## src/rtl/qr_pkg.sv

```systemverilog
// Shared QR definitions for the renderer and the downsampler.
// Define QR_QUIET_ZONE_EN to add a 4-module zero border around the code.
package qr_pkg;

    localparam int unsigned CODE_SIZE     = 21;
    localparam int unsigned CODE_BITS     = CODE_SIZE * CODE_SIZE;
    localparam int unsigned QUIET_MODULES = 4;

`ifdef QR_QUIET_ZONE_EN
    localparam int unsigned BORDER        = QUIET_MODULES;
`else
    localparam int unsigned BORDER        = 0;
`endif
    localparam int unsigned SCAN_MODULES  = CODE_SIZE + 2 * BORDER;

    typedef enum logic [1:0] {IDLE, LOAD, WRITE, DONE} render_state_t;

    // Code bit for scan module (sx, sy); border modules read as 0.
    function automatic logic code_bit(input logic [CODE_BITS-1:0] code,
                                      input logic [4:0] sx,
                                      input logic [4:0] sy);
        logic [8:0] idx;
`ifdef QR_QUIET_ZONE_EN
        logic [4:0] mx;
        logic [4:0] my;
        if (sx < 5'(QUIET_MODULES) || sx >= 5'(QUIET_MODULES + CODE_SIZE) ||
            sy < 5'(QUIET_MODULES) || sy >= 5'(QUIET_MODULES + CODE_SIZE)) begin
            return 1'b0;
        end
        mx  = sx - 5'(QUIET_MODULES);
        my  = sy - 5'(QUIET_MODULES);
        idx = 9'(my) * 9'(CODE_SIZE) + 9'(mx);
`else
        idx = 9'(sy) * 9'(CODE_SIZE) + 9'(sx);
`endif
        return code[idx];
    endfunction

endpackage

```

## src/rtl/qr_scan_counter.sv

```systemverilog
// One scan axis: pixel coordinate plus module / sub-module counters.
// Wraps back to the start coordinate after the last pixel of the axis.
module qr_scan_counter
    import qr_pkg::*;
(
    input  logic               clk_in,
    input  logic               rst_n_in,
    input  logic               clear_in,
    input  logic               advance_in,
    input  logic [3:0]         module_px_in,
    input  logic signed [11:0] start_in,
    output logic signed [11:0] pos_out,
    output logic [4:0]         module_out,
    output logic               last_out
);

    logic [3:0]         sub_q;
    logic [4:0]         mod_q;
    logic signed [11:0] pos_q;
    logic               sub_last;
    logic               mod_last;

    assign sub_last   = (sub_q == module_px_in - 4'd1);
    assign mod_last   = (mod_q == 5'(SCAN_MODULES - 1));
    assign last_out   = sub_last && mod_last;
    assign pos_out    = pos_q;
    assign module_out = mod_q;

    always_ff @(posedge clk_in or negedge rst_n_in) begin
        if (!rst_n_in) begin
            sub_q <= '0;
            mod_q <= '0;
            pos_q <= '0;
        end else if (clear_in) begin
            sub_q <= '0;
            mod_q <= '0;
            pos_q <= start_in;
        end else if (advance_in) begin
            if (last_out) begin
                sub_q <= '0;
                mod_q <= '0;
                pos_q <= start_in;
            end else begin
                pos_q <= pos_q + 12'sd1;
                if (sub_last) begin
                    sub_q <= '0;
                    mod_q <= mod_q + 5'd1;
                end else begin
                    sub_q <= sub_q + 4'd1;
                end
            end
        end
    end

endmodule

```

## src/rtl/qr_render_writer.sv

```systemverilog
// Renders a latched version-1 QR code into a 1-bit frame buffer, one pixel write per cycle.
// Define QR_QUIET_ZONE_EN to render a 4-module zero border around the code.
module qr_render_writer
    import qr_pkg::*;
#(
    parameter int unsigned WIDTH  = 480,
    parameter int unsigned HEIGHT = 320,
    parameter int unsigned ADDR_W = 20
) (
    input  logic                 clk_in,
    input  logic                 rst_n_in,
    input  logic                 start_in,
    input  logic [CODE_BITS-1:0] qr_code_in,
    input  logic [3:0]           module_px_in,
    input  logic [10:0]          origin_x_in,
    input  logic [10:0]          origin_y_in,
    input  logic                 wr_ready_in,
    output logic                 wr_en_out,
    output logic [ADDR_W-1:0]    wr_addr_out,
    output logic                 wr_data_out,
    output logic                 busy_out,
    output logic                 done_out
);

    localparam logic signed [11:0]     WIDTH_S  = 12'(WIDTH);
    localparam logic signed [11:0]     HEIGHT_S = 12'(HEIGHT);
    localparam logic signed [ADDR_W:0] WIDTH_R  = (ADDR_W + 1)'(WIDTH);

    render_state_t         state_q, state_d;
    logic [CODE_BITS-1:0]  code_q;
    logic [3:0]            m_q;
    logic [10:0]           ox_q, oy_q;
    logic signed [ADDR_W:0] row_base_q;

    logic [11:0]           border_px;
    logic signed [11:0]    x_start, y_start, x_pos, y_pos;
    logic [4:0]            x_mod, y_mod;
    logic                  x_last, y_last;
    logic                  load, in_frame, step;

    // Scan window's top-left pixel, border included.
    assign border_px = 12'(BORDER) * {8'b0, m_q};
    assign x_start   = $signed({1'b0, ox_q}) - $signed(border_px);
    assign y_start   = $signed({1'b0, oy_q}) - $signed(border_px);

    assign load     = (state_q == LOAD);
    assign in_frame = (x_pos >= 12'sd0) && (x_pos < WIDTH_S) &&
                      (y_pos >= 12'sd0) && (y_pos < HEIGHT_S);
    // Off-frame pixels are skipped without waiting for the buffer.
    assign step     = (state_q == WRITE) && (!in_frame || wr_ready_in);

    qr_scan_counter u_x_counter (
        .clk_in       (clk_in),
        .rst_n_in     (rst_n_in),
        .clear_in     (load),
        .advance_in   (step),
        .module_px_in (m_q),
        .start_in     (x_start),
        .pos_out      (x_pos),
        .module_out   (x_mod),
        .last_out     (x_last)
    );

    qr_scan_counter u_y_counter (
        .clk_in       (clk_in),
        .rst_n_in     (rst_n_in),
        .clear_in     (load),
        .advance_in   (step && x_last),
        .module_px_in (m_q),
        .start_in     (y_start),
        .pos_out      (y_pos),
        .module_out   (y_mod),
        .last_out     (y_last)
    );

    always_comb begin
        state_d = state_q;
        unique case (state_q)
            IDLE:    if (start_in) state_d = LOAD;
            LOAD:    state_d = (m_q == 4'd0) ? DONE : WRITE;
            WRITE:   if (step && x_last && y_last) state_d = DONE;
            DONE:    state_d = IDLE;
            default: state_d = IDLE;
        endcase
    end

    always_ff @(posedge clk_in or negedge rst_n_in) begin
        if (!rst_n_in) begin
            state_q    <= IDLE;
            code_q     <= '0;
            m_q        <= '0;
            ox_q       <= '0;
            oy_q       <= '0;
            row_base_q <= '0;
        end else begin
            state_q <= state_d;
            if (state_q == IDLE && start_in) begin
                code_q <= qr_code_in;
                m_q    <= module_px_in;
                ox_q   <= origin_x_in;
                oy_q   <= origin_y_in;
            end
            // The only multiply is the one-off first row base.
            if (load) begin
                row_base_q <= (ADDR_W + 1)'(y_start) * WIDTH_R;
            end else if (step && x_last) begin
                row_base_q <= row_base_q + WIDTH_R;
            end
        end
    end

    always_comb begin
        wr_en_out   = (state_q == WRITE) && in_frame;
        wr_addr_out = '0;
        wr_data_out = 1'b0;
        if (wr_en_out) begin
            wr_addr_out = ADDR_W'(row_base_q + (ADDR_W + 1)'(x_pos));
            wr_data_out = code_bit(code_q, x_mod, y_mod);
        end
        busy_out = (state_q == LOAD) || (state_q == WRITE);
        done_out = (state_q == DONE);
    end

endmodule
```

## config.mk

```make
export PLATFORM = sky130hd
export DESIGN_NAME = qr_render_writer
export DESIGN_NICKNAME = d
export VERILOG_FILES = /design/src/rtl/qr_pkg.sv /design/src/rtl/qr_scan_counter.sv /design/src/rtl/qr_render_writer.sv
export SDC_FILE = /design/constraint.sdc
export NUM_CORES = 1
export LEC_CHECK = 0
export BUFFER_PORTS_ARGS = -buffer_cell sky130_fd_sc_hd__buf_2
export CAP_MARGIN = 20
export CORE_MARGIN = 2
export CORE_UTILIZATION = 30
export CTS_BUF_LIST = sky130_fd_sc_hd__clkbuf_16
export DETAILED_ROUTE_END_ITERATION = 16
export PLACE_DENSITY = 0.45
export SYNTH_ARGS = -nofsm -noshare
export SYNTH_HDL_FRONTEND = slang
export SYNTH_SLANG_ARGS = --single-unit
```

## constraint.sdc

```tcl
create_clock -name clk_in -period 4.7 [get_ports clk_in]
set_input_delay 0.47 -clock clk_in [delete_from_list [all_inputs] [get_ports clk_in]]
set_output_delay 0.47 -clock clk_in [all_outputs]
set_load 0.1 [all_outputs]
```

==> metrics, run 1 <==
cell with the largest stage delay on the worst path=sky130_fd_sc_hd__fa_2; flops & latches, synth=around 530; count of TritonRoute iterations in the first routing pass=5; number of warning messages in the yosys log=0; die outline height=302 µm; minimum setup slack after placement=-0.0735 ns; Port-buffer cells=around 490; nature of the critical path endpoint=output pin; failing checks=setup timing; net count after synthesis=2515; setup repair after global routing missed its margin=yes; IR Drop Worst-Case VDD=0.000512 V; floorplan core area=between 80000 and 90000 µm²; total number of vias=~18k; H-tree levels=3; detailed-route vias per instance=~4.9; delay of the slowest cell on the worst path=0.56 ns; total power density per cell area=997 nW/µm²; routed length per placed instance=approximately 23 µm; share of the core filled with cells=0.376; Hold Crit Class=input port to register; Detailed Route WL=83.7 mm; Clock Root Buffer=sky130_fd_sc_hd__clkbuf_16; clock tree from TritonCTS=yes; setup total negative slack=-0.420 ns; largest net degree at the start of global routing=around 120; Ports=~500; total of max-cap violations=0; final clock skew=between 0.02 and 0.025 ns; fin. max-slew vios=0; share of post-route cells with drive strength above 1=0.508; number of enable-type register cells in the synthesized netlist=0; placed wire-length estimate after detailed placement=63.3 mm; worst hold slack across all endpoints=0.0786 ns; share of the synthesized area in the top cell type=0.496; total routing usage reported by global routing=0.185; Least-Margin Pin Slew=between 1 and 1.5 ns; Crit Path Max Fanout=6; antenna violations before repair=approximately 60; count of cell types in the netlist=65; Syn Std Cell Area=around 27000 µm²; CTS Sinks=526; clock-pin slew of the registers on the worst-case setup and hold paths=0.06 ns; instance area at placement=a little over 30000 µm²; leftover overflow at the end of global routing=0; biggest area consumer among synthesized cells=sky130_fd_sc_hd__dfrtp_1; status=finished with violations; slew margin rel.=0.324; Final period util=1.09; count of antenna-violating nets left after detailed routing=0; dominant register cell in the synthesized netlist=sky130_fd_sc_hd__dfrtp_1; total number of placement rows=109; asr flop ratio synth=1.00; synthesized instance count=about 1.9k; number of DRC violations after detailed routing=0; top cells by area in the synthesized netlist=sky130_fd_sc_hd__dfrtp_1 (50%), sky130_fd_sc_hd__mux2_2 (20%), sky130_fd_sc_hd__mux4_2 (9.3%); total of endpoints with negative setup slack in the final report=1; initial cell density of the core=0.301; clock period minus final worst setup slack=around 5.1 ns; Detailed Route Iter0 Violations=800; post-synthesis to final-layout area growth=24.9%; die extent in x=between 300 and 400 µm; library cell with the highest instance count after synthesis=sky130_fd_sc_hd__dfrtp_1; most numerous cell types in the synthesized netlist=sky130_fd_sc_hd__dfrtp_1 (526), sky130_fd_sc_hd__mux2_2 (471), sky130_fd_sc_hd__mux4_2 (110); proportion of synthesized chip area in sequential cells=0.496; upper clock frequency limit=195 MHz; WS Path Type=register to output pin; leakage=approximately 15 nW; data arrival time at the worst-slack endpoint=roughly 4.7 ns; post-route cell area=33200 µm²; Fin. Hold Viols=0; critical path data required time=4.23 ns; crit path launch type=register; nets@finish=3031; TritonCTS buffer count=between 60 and 70; weighted congestion at the end of routability-driven global placement=just under 0.8; vias in the first global route=19.4k; per-instance average area after synthesis=between 10 and 15 µm²; critical path, cell by cell=ha_4 -> ha_4 -> inv_2 -> fa_2 -> fa_2 -> buf_6 -> nor2_4 -> buf_12 -> a22o_1 -> a221oi_2 -> mux2_4 -> o2111ai_2 -> o41ai_2 -> a221o_1 -> a21oi_4 -> buf_12; clock buffer depth=3; latest clock arrival within the worst-skew pair=0.62 ns; setup ws final=-0.420 ns; global-route wire length before repair=approximately 130 mm; Total Die Area=90900 µm²
==> cells in the final DEF (no fill, tap or decap), types with 7 or more instances in the layout <==
cell type                     n
sky130_fd_sc_hd__nand4_1     12
sky130_fd_sc_hd__clkinv_2     9
sky130_fd_sc_hd__nor2_1      62
sky130_fd_sc_hd__and2_1       7
sky130_fd_sc_hd__o22ai_1      7
sky130_fd_sc_hd__o31ai_1      8
sky130_fd_sc_hd__ha_1        65
sky130_fd_sc_hd__mux4_2     110
sky130_fd_sc_hd__clkinv_1    13
sky130_fd_sc_hd__a21oi_1     66
sky130_fd_sc_hd__nor3_1      20
sky130_fd_sc_hd__inv_1       96
sky130_fd_sc_hd__fa_1        21
sky130_fd_sc_hd__or3_1        9
sky130_fd_sc_hd__mux2_2     470
sky130_fd_sc_hd__a22o_1       8
sky130_fd_sc_hd__buf_2      492
sky130_fd_sc_hd__mux2i_1     12
sky130_fd_sc_hd__xor2_1      19
sky130_fd_sc_hd__buf_4       41
sky130_fd_sc_hd__diode_2     18
sky130_fd_sc_hd__o21ai_0     50
sky130_fd_sc_hd__nand2_1     66
sky130_fd_sc_hd__clkbuf_16   69
sky130_fd_sc_hd__and3_1       9
sky130_fd_sc_hd__buf_12      22
sky130_fd_sc_hd__nand3_1     43
sky130_fd_sc_hd__xnor2_1     25
sky130_fd_sc_hd__dfrtp_1    525
sky130_fd_sc_hd__a22oi_1     18
sky130_fd_sc_hd__a21o_1       8
==> critical path: cells and delay by family (launching register included) <==
family / cells / cell delay, ns
AOI/OAI and AO/OA: 6 / 0.99
muxes: 1 / 0.29
DFF: 1 / 0.40
and+or+nand+nor: 1 / 0.16
adders and majority gates: 4 / 1.62
buffers and inverters: 4 / 0.54
==> sequential cells by signal (all words and copies together) (netlist names) <==
signal,count
ox_q,11
code_q,441
oy_q,11
row_base_q,15
m_q,4
state_q,2
u_y_counter.pos_out,12
u_x_counter.sub_q,4
u_x_counter.pos_out,12
u_x_counter.module_out,5
u_y_counter.module_out,5
u_y_counter.sub_q,4
==> cell type report <==
type | instances | area (µm²)
clock buffers | 68 | 1700
flip-flops and latches | 526 | 13200
multi-input cells | 1227 | 12800
repair buffers | 560 | 3280
diodes | 18 | 45.0
inverters | 83 | 312
well taps | 1165 | 1460
fillers | 8630 | 54900
clock inverters | 52 | 407
==> stage by stage <==
step	total power (W)	instances
CTS	0.0333	3674
finish	0.0331	3699
global route	0.0357	3693
detailed placement	0.0276	3547
global placement	0.0274	3547
floorplan	0.0211	1948
==> power by group <==
group          total (W)  switching [W]  internal, W
Clock            0.00498        0.00207      0.00291
Sequential       0.00824        0.00140      0.00684
Combinational     0.0199         0.0101      0.00976
Total             0.0331         0.0136       0.0195
==> cell families (layout without fill, tap and decap cells) <==
logic type               Yosys count  in the layout  share of synthesized area
flip-flops                       526            526                      0.496
multiplexers                     597            597                      0.301
adder cells (fa/ha/maj)           96             96                     0.0517
AO/OA/AOI/OAI                    216            216                     0.0518
other                              0             18                          0
buffers and inverters            195            763                     0.0325
AND/OR/NAND/NOR                  266            266                     0.0481
XOR/XNOR                          52             52                     0.0188
==> final timing paths <==
kind | startpoint | slack [ns] | depth (start not counted) | endpoint
hold / removal | qr_code_in[135] | 0.08 | 2 | code_q[135]
hold reg to reg | code_q[225] | 0.50 | 1 | code_q[225]
min in group asynchronous | rst_n_in | 0.55 | 2 | code_q[276]
setup reg to reg | oy_q[0] | 0.82 | 12 | row_base_q[19]
setup / recovery | u_x_counter.module_out[3] | -0.42 | 16 | wr_data_out
max in group asynchronous | rst_n_in | 2.94 | 3 | code_q[93]
==> repair_timing <==
action / in CTS / in global routing
gates cloned: 0 / 1
hold buffers: 1 / 0
endpoints found under the setup margin: 1 / 1
pin swaps: 12 / 16
buffers inserted: 6 / 6
resized for setup: 19 / 10
hold endpoints to repair: 4 / 0
==> metal layers <==
metal	GRT usage	share of wire	vias to the layer above
met5	0	0.0042	-
met4	0.0464	0.023	60
met3	0.0573	0.067	165
met2	0.307	0.48	420
met1	0.233	0.42	9109
li1	-	-	8222
Note: power is estimated with default switching activity, not from simulation.
==> run 2: changes to the inputs <==
--- a/config.mk
+++ b/config.mk
@@ -11,7 +11,7 @@
 export CORE_UTILIZATION = 30
 export CTS_BUF_LIST = sky130_fd_sc_hd__clkbuf_16
 export DETAILED_ROUTE_END_ITERATION = 16
-export PLACE_DENSITY = 0.45
 export SYNTH_ARGS = -nofsm -noshare
 export SYNTH_HDL_FRONTEND = slang
+export SYNTH_HIERARCHICAL = 1
 export SYNTH_SLANG_ARGS = --single-unit
==> constraint.sdc (replaced) <==
create_clock -name clk_in -period 5.4 [get_ports clk_in]
set_input_delay 0.54 -clock clk_in [delete_from_list [all_inputs] [get_ports clk_in]]
set_output_delay 0.54 -clock clk_in [all_outputs]
set_load 0.1 [all_outputs]
==> run 2 against run 1 <==
The flow now finishes without violations. Total power is 72% lower. Wire length is 4.8% lower. Clock skew rose by 0.0080 ns. Die area grew 1.9%. Clock-buffer cell count fell by 2. Sequential power shrank 51%. Combinational power fell by 95%. Design area up 0.31%. Sequential cell count is the same. Register-to-register slack gained 0.94 ns.
==> metrics, run 2 <==
leftover overflow at the end of global routing=0 (unchanged); nets@finish=3022 (-0.30%); Ports=495 (unchanged); dominant register cell in the synthesized netlist=sky130_fd_sc_hd__dfrtp_1; total power density per cell area=277 nW/µm² (-72%); number of enable-type register cells in the synthesized netlist=0 (unchanged); clock buffer depth=3 (unchanged); count of TritonRoute iterations in the first routing pass=5 (unchanged); final clock skew=0.0305 ns (+0.00801 ns); Clock Root Buffer=sky130_fd_sc_hd__clkbuf_16; leakage=16.7 nW (+13%); most numerous cell types in the synthesized netlist=sky130_fd_sc_hd__dfrtp_1 (526), sky130_fd_sc_hd__mux2_2 (476), sky130_fd_sc_hd__mux4_2 (121); minimum setup slack after placement=0.493 ns (+0.566 ns); share of post-route cells with drive strength above 1=0.508 (about the same); placed wire-length estimate after detailed placement=59.7 mm (-5.6%); biggest area consumer among synthesized cells=sky130_fd_sc_hd__dfrtp_1; upper clock frequency limit=193 MHz; net load switching power=0.00239 W (-82%); Port-buffer cells=494 (unchanged); Crit Path Max Fanout=10 (+4); routed length per placed instance=21.5 µm (-5.0%); IR Drop Worst-Case VDD=0.000272 V (-47%); Least-Margin Pin Slew=0.843 ns (-0.172 ns); share of total power consumed by net switching=0.260 (-0.150); latest clock arrival within the worst-skew pair=0.60 ns (-0.02 ns); synthesized instance count=1959 (+0.56%); total number of vias=18.0k (+0.17%); CTS Sinks=526 (unchanged); instance area at placement=31000 µm² (+1.1%); count of cell types in the netlist=72 (+11%); Hold Crit Class=input port to register; die extent in x=304 µm (+0.94%); total routing usage reported by global routing=0.171 (-0.0137); die outline height=304 µm (+0.94%); H-tree levels=3 (unchanged); total number of placement rows=110 (+0.92%); cell-internal power=0.00682 W (-65%); post-route cell area=33300 µm² (+0.31%); Detailed Route Iter0 Violations=970 (+21%); share of the synthesized area in the top cell type=0.486 (-0.00935); number of flip-flops under the largest register name=441 (unchanged); most used cells in the layout excluding fill and tap cells=sky130_fd_sc_hd__dfrtp_1 (522), sky130_fd_sc_hd__buf_2 (492), sky130_fd_sc_hd__mux2_2 (476); status=finished, final reports clean; slew margin rel.=0.436 (+0.113); detailed-route vias per instance=4.85 (about the same); weighted congestion at the end of routability-driven global placement=0.806 (+2.2%); vias in the first global route=18.8k (-3.3%); WS Path Type=register to output pin; data arrival time at the worst-slack endpoint=4.63 ns (-0.02 ns); Final period util=0.958; Largest Register=code_q; TritonCTS buffer count=66 (unchanged); Detailed Route WL=79.7 mm (-4.8%); fin. max-slew vios=0 (unchanged); top cells by area in the synthesized netlist=sky130_fd_sc_hd__dfrtp_1 (49%), sky130_fd_sc_hd__mux2_2 (20%), sky130_fd_sc_hd__mux4_2 (10%); proportion of synthesized chip area in sequential cells=0.486 (-0.00935); number of warning messages in the yosys log=6 (+6); clock period minus final worst setup slack=around 5.2 ns; library cell with the highest instance count after synthesis=sky130_fd_sc_hd__dfrtp_1; worst hold slack across all endpoints=0.169 ns (+0.0906 ns); most common library cell in the layout ignoring fill and taps=sky130_fd_sc_hd__dfrtp_1; cell count after placement=3559 (+0.34%); critical path data required time=4.86 ns (+0.63 ns); setup ws final=0.229 ns (+0.650 ns); combinational power share=0.109 (-0.491); nature of the critical path endpoint=output pin; largest net degree at the start of global routing=135 (+15%); per-instance average area after synthesis=13.8 µm² (+1.3%); flops & latches, synth=526 (unchanged); clock tree from TritonCTS=yes; Clk pwr share=0.453 (+0.302); number of DRC violations after detailed routing=0 (unchanged); global-route wire length before repair=119 mm (-4.5%); largest registers ranked by flip-flop count=code_q (441), row_base_q (15); antenna violations before repair=57 (-3.4%); count of antenna-violating nets left after detailed routing=0 (unchanged); post-synthesis to final-layout area growth=22.9%; Non-Filler Instances=3709 (+0.27%); total of endpoints with negative setup slack in the final report=0 (-1); floorplan core area=89700 µm² (+1.9%); initial cell density of the core=0.302 (about the same); asr flop ratio synth=1.00 (unchanged); Syn Std Cell Area=27100 µm² (+1.9%); Fin. Hold Viols=0 (unchanged); crit path launch type=register; Total Die Area=92600 µm² (+1.9%); sequential share of power=0.438 (+0.189); total of max-cap violations=0 (unchanged); clock-pin slew of the registers on the worst-case setup and hold paths=0.06 ns (about the same)
## run 2: cell count changes in the layout (fill, tap and decap cells not counted), moves of 11 or more
cell / delta
sky130_fd_sc_hd__mux2i_1: +14
sky130_fd_sc_hd__nand2_1: +11
sky130_fd_sc_hd__a31oi_1: +15
sky130_fd_sc_hd__nand3_1: -11
sky130_fd_sc_hd__a22oi_1: -14
sky130_fd_sc_hd__mux4_2: +11
sky130_fd_sc_hd__buf_4: -20
sky130_fd_sc_hd__a21oi_1: -21
sky130_fd_sc_hd__o21ai_0: -18
## run 2: timing repair
action,CTS,global route
setup buffers,1,3
endpoints found under the setup margin,1,1
hold buffers,1,0
pin swaps,1,6
gates resized for setup,6,22
gates cloned,0,0
hold endpoints to repair,3,0
## run 2: cell families (layout without fill, tap and decap cells)
| kind of cell | Yosys count | in the layout | synth area share |
|---|---|---|---|
| flip-flops | 526 | 526 | 0.486 |
| other | 1 | 31 | 0.000139 |
| AND/OR/NAND/NOR | 286 | 286 | 0.0562 |
| adder cells (fa/ha/maj) | 95 | 95 | 0.0503 |
| buffers and inverters | 186 | 730 | 0.0292 |
| XOR/XNOR | 54 | 54 | 0.0204 |
| multiplexers | 625 | 625 | 0.310 |
| AO/OA/AOI/OAI | 186 | 186 | 0.0478 |
## run 2: final timing paths
path	startpoint	to	slack, ns	cells after the start
setup / recovery	u_y_counter/module_out[2]	wr_data_out	0.23	15
hold / removal	qr_code_in[144]	code_q[144]	0.17	2
setup reg to reg	oy_q[3]	row_base_q[19]	1.76	13
hold reg to reg	code_q[438]	code_q[438]	0.50	1
max in group asynchronous	rst_n_in	code_q[421]	3.51	3
min in group asynchronous	rst_n_in	code_q[347]	0.58	2
## run 2: per-layer routing
metal,up-vias,global-route usage,share of wire
li1,8316,-,-
met1,8961,0.207,0.40
met2,514,0.287,0.49
met3,166,0.0544,0.076
met4,50,0.0580,0.028
met5,-,0,0.0040
## run 2: cell type report
type | count | area [µm²]
clock inverters | 52 | 368
well taps | 1176 | 1470
diodes | 27 | 67.6
flip-flops and latches | 526 | 13200
inverters | 81 | 320
repair buffers | 531 | 2950
clock buffers | 66 | 1650
fillers | 8833 | 56500
multi-input cells | 1250 | 13300
## run 2: power by group through the flow
stage          clock network (W)  logic, W  registers, W
2_1_floorplan                  0  0.000571       0.00408
3_3_place_gp                   0   0.00102       0.00410
3_5_place_dp                   0   0.00103       0.00410
4_1_cts                  0.00433   0.00103       0.00403
5_1_grt                  0.00448   0.00111       0.00404
6_report                 0.00417   0.00100       0.00403
## run 2: per-stage QoR
| step | utilization | power (W) | TNS [ns] |
|---|---|---|---|
| after detailed placement | 0.346 | 0.00513 | 0 |
| final | 0.371 | 0.00921 | 0 |
| after global routing | 0.370 | 0.00963 | -0.0123 |
| after floorplan | - | 0.00465 | 0 |
| after CTS | 0.369 | 0.00940 | 0 |
| after global placement | 0.346 | 0.00512 | 0 |
## run 2: worst max-delay path, stage by stage, from the launching register on
cell and delay, ns:
sky130_fd_sc_hd__dfrtp_2 0.45, sky130_fd_sc_hd__ha_1 0.29, sky130_fd_sc_hd__ha_1 0.28, sky130_fd_sc_hd__ha_1 0.33, sky130_fd_sc_hd__ha_4 0.17, sky130_fd_sc_hd__inv_1 0.06, sky130_fd_sc_hd__fa_2 0.48, sky130_fd_sc_hd__buf_12 0.17
sky130_fd_sc_hd__inv_16 0.08, sky130_fd_sc_hd__mux4_2 0.56, sky130_fd_sc_hd__and2_4 0.19, sky130_fd_sc_hd__a2111oi_4 0.31, sky130_fd_sc_hd__a311oi_1 0.08, sky130_fd_sc_hd__a31oi_1 0.21, sky130_fd_sc_hd__o22ai_2 0.15, sky130_fd_sc_hd__buf_12 0.19
==> run 3: changes to the inputs <==
--- a/config.mk
+++ b/config.mk
@@ -13,5 +13,5 @@
 export DETAILED_ROUTE_END_ITERATION = 16
 export SYNTH_ARGS = -nofsm -noshare
 export SYNTH_HDL_FRONTEND = slang
-export SYNTH_HIERARCHICAL = 1
 export SYNTH_SLANG_ARGS = --single-unit
+export TNS_END_PERCENT = 10
==> run 3 against run 2 <==
Total power rose to 3.0 times the previous value. Die area down 1.9%. Design area down 1.5%. Clock-buffer cell count down 6. Cell count down 0.70%. Wire length down 2.3%. Sequential cell count unchanged. Clock power down 4%. Highest routed layer unchanged.
==> metrics, run 3 (same netlist as run 1, synthesis figures left out) <==
CTS Sinks=526 (unchanged); nature of the critical path endpoint=output pin; net load switching power=0.0114 W (+380%); largest registers ranked by flip-flop count=code_q (441), row_base_q (15); global-route wire length before repair=116 mm (-3.0%); nets@finish=3016 (-0.20%); Total Die Area=90900 µm² (-1.9%); total power density per cell area=846 nW/µm² (+210%); sequential share of power=0.260 (-0.178); total number of placement rows=109 (-0.91%); Clk pwr share=0.144 (-0.309); latest clock arrival within the worst-skew pair=0.67 ns (+0.07 ns); clock-pin slew of the registers on the worst-case setup and hold paths=0.07 ns (about the same); Ports=495 (unchanged); antenna violations before repair=46 (-19%); Detailed Route Iter0 Violations=778 (-20%); placed wire-length estimate after detailed placement=57.6 mm (-3.6%); Crit Path Max Fanout=3 (-7); setup repair after global routing missed its margin=yes; largest net degree at the start of global routing=143 (+5.9%); most common library cell in the layout ignoring fill and taps=sky130_fd_sc_hd__dfrtp_1; number of flip-flops under the largest register name=441 (unchanged); Fin. Hold Viols=0 (unchanged); floorplan core area=88100 µm² (-1.8%); post-synthesis to final-layout area growth=23.4%; count of antenna-violating nets left after detailed routing=0 (unchanged); share of post-route cells with drive strength above 1=0.504 (-0.00398); leftover overflow at the end of global routing=0 (unchanged); Final period util=0.977 (+0.0193); crit path launch type=register; number of DRC violations after detailed routing=0 (unchanged); clock buffer depth=3 (unchanged); share of total power consumed by net switching=0.411 (+0.151); Clock Root Buffer=sky130_fd_sc_hd__clkbuf_16; WS Path Type=register to output pin; H-tree levels=2 (-1); die outline height=302 µm (-0.93%); upper clock frequency limit=190 MHz (-2.0%); total of max-cap violations=0 (unchanged); total number of vias=17.8k (-1.3%); clock period minus final worst setup slack=5.28 ns (+0.104 ns); TritonCTS buffer count=60 (-9.1%); fin. max-slew vios=0 (unchanged); most used cells in the layout excluding fill and tap cells=sky130_fd_sc_hd__dfrtp_1 (521), sky130_fd_sc_hd__buf_2 (492), sky130_fd_sc_hd__mux2_2 (471); vias in the first global route=18.6k (-1.0%); routed length per placed instance=21.1 µm (-1.6%); detailed-route vias per instance=4.82 (-0.63%); status=finished, final reports clean; count of TritonRoute iterations in the first routing pass=4 (-1); initial cell density of the core=0.301 (about the same); critical path data required time=4.86 ns (about the same); Hold Crit Class=input port to register; setup total negative slack=0 ns (unchanged); worst hold slack across all endpoints=0.0949 ns (-0.0744 ns); data arrival time at the worst-slack endpoint=4.74 ns (+0.11 ns); Port-buffer cells=494 (unchanged); IR Drop Worst-Case VDD=0.000581 V (+110%); minimum setup slack after placement=0.320 ns (-0.173 ns); setup ws final=0.125 ns (-0.104 ns); Least-Margin Pin Slew=0.912 ns (+0.0696 ns); final clock skew=0.0554 ns (+0.0249 ns); slew margin rel.=0.387 (-0.0492); total of endpoints with negative setup slack in the final report=0 (unchanged); total routing usage reported by global routing=0.168 (-0.00263); clock tree from TritonCTS=yes; combinational power share=0.595 (+0.486); cell-internal power=0.0163 W (+140%); die extent in x=302 µm (-0.93%); Largest Register=code_q; weighted congestion at the end of routability-driven global placement=0.789 (-2.1%); leakage=14.6 nW (-13%); Detailed Route WL=77.8 mm (-2.3%)
[run 3: cell types whose count changed in the layout (fill, tap and decap cells not counted), moves of 15 or more]
cell	before	now
sky130_fd_sc_hd__a31oi_1	16	1
sky130_fd_sc_hd__o21ai_0	32	50
sky130_fd_sc_hd__a21oi_1	45	66
sky130_fd_sc_hd__mux2i_1	26	11
sky130_fd_sc_hd__a22oi_1	4	19
sky130_fd_sc_hd__buf_4	21	42
[run 3: power groups by stage]
stage          sequential (W)  combinational (W)  clock (W)
5_1_grt               0.00748             0.0181    0.00429
6_report              0.00722             0.0165    0.00400
3_5_place_dp          0.00731             0.0160          0
4_1_cts               0.00724             0.0166    0.00412
3_3_place_gp          0.00724             0.0159          0
2_1_floorplan         0.00673             0.0116          0
[run 3: layer usage]
metal / part of all wire / global-route usage
met5: 0.0038 / 0
met4: 0.023 / 0.0418
met2: 0.49 / 0.283
met3: 0.064 / 0.0480
met1: 0.42 / 0.213
[run 3: metrics by stage]
| stage | cell area, µm² | utilization | cells | power, W |
|---|---|---|---|---|
| finish | 32800 | 0.372 | 3683 | 0.0277 |
| global route | 32800 | 0.372 | 3677 | 0.0299 |
| CTS | 32600 | 0.370 | 3657 | 0.0280 |
| detailed placement | 30400 | 0.345 | 3532 | 0.0233 |
| global placement | 30400 | 0.345 | 3532 | 0.0231 |
| floorplan | 26600 | - | 1948 | 0.0184 |
[run 3: critical path, cell delays in order, from the launching register on]
cell and delay, ns:
sky130_fd_sc_hd__dfrtp_1 0.41, sky130_fd_sc_hd__ha_4 0.23, sky130_fd_sc_hd__ha_4 0.26, sky130_fd_sc_hd__inv_2 0.03, sky130_fd_sc_hd__fa_2 0.47, sky130_fd_sc_hd__fa_2 0.48, sky130_fd_sc_hd__xor2_4 0.31, sky130_fd_sc_hd__mux4_2 0.62
sky130_fd_sc_hd__or3b_1 0.38, sky130_fd_sc_hd__a311oi_1 0.28, sky130_fd_sc_hd__a221o_1 0.25, sky130_fd_sc_hd__a21oi_4 0.12, sky130_fd_sc_hd__buf_12 0.21
[run 3: final cells by class]
cell class / count / area (µm²)
Fill cell: 8687 / 55300
Sequential cell: 526 / 13200
Multi-Input combinational cell: 1227 / 12800
Timing Repair Buffer: 551 / 3090
Clock buffer: 60 / 1500
Tap cell: 1165 / 1460
Clock inverter: 53 / 419
Inverter: 83 / 312
Antenna cell: 18 / 45.0
[run 3: worst paths after layout]
kind	slack (ns)	cells past startpoint	startpoint	to
max in group asynchronous	3.60	3	rst_n_in	code_q[182]
worst min-delay path	0.09	2	qr_code_in[160]	code_q[160]
worst max register to register	1.53	13	oy_q[3]	row_base_q[19]
worst max-delay path	0.12	12	u_x_counter.module_out[3]	wr_data_out
min in group asynchronous	0.51	2	rst_n_in	code_q[439]
worst min register to register	0.50	1	code_q[52]	code_q[52]
[run 3: timing repair]
action / 4_1_cts / 5_1_grt
buffers inserted: 11 / 8
cloned: 0 / 0
setup endpoints to repair: 1 / 1
hold endpoints to repair: 81 / 0
hold buffers: 1 / 0
resized for setup: 21 / 11
pin swaps: 8 / 12
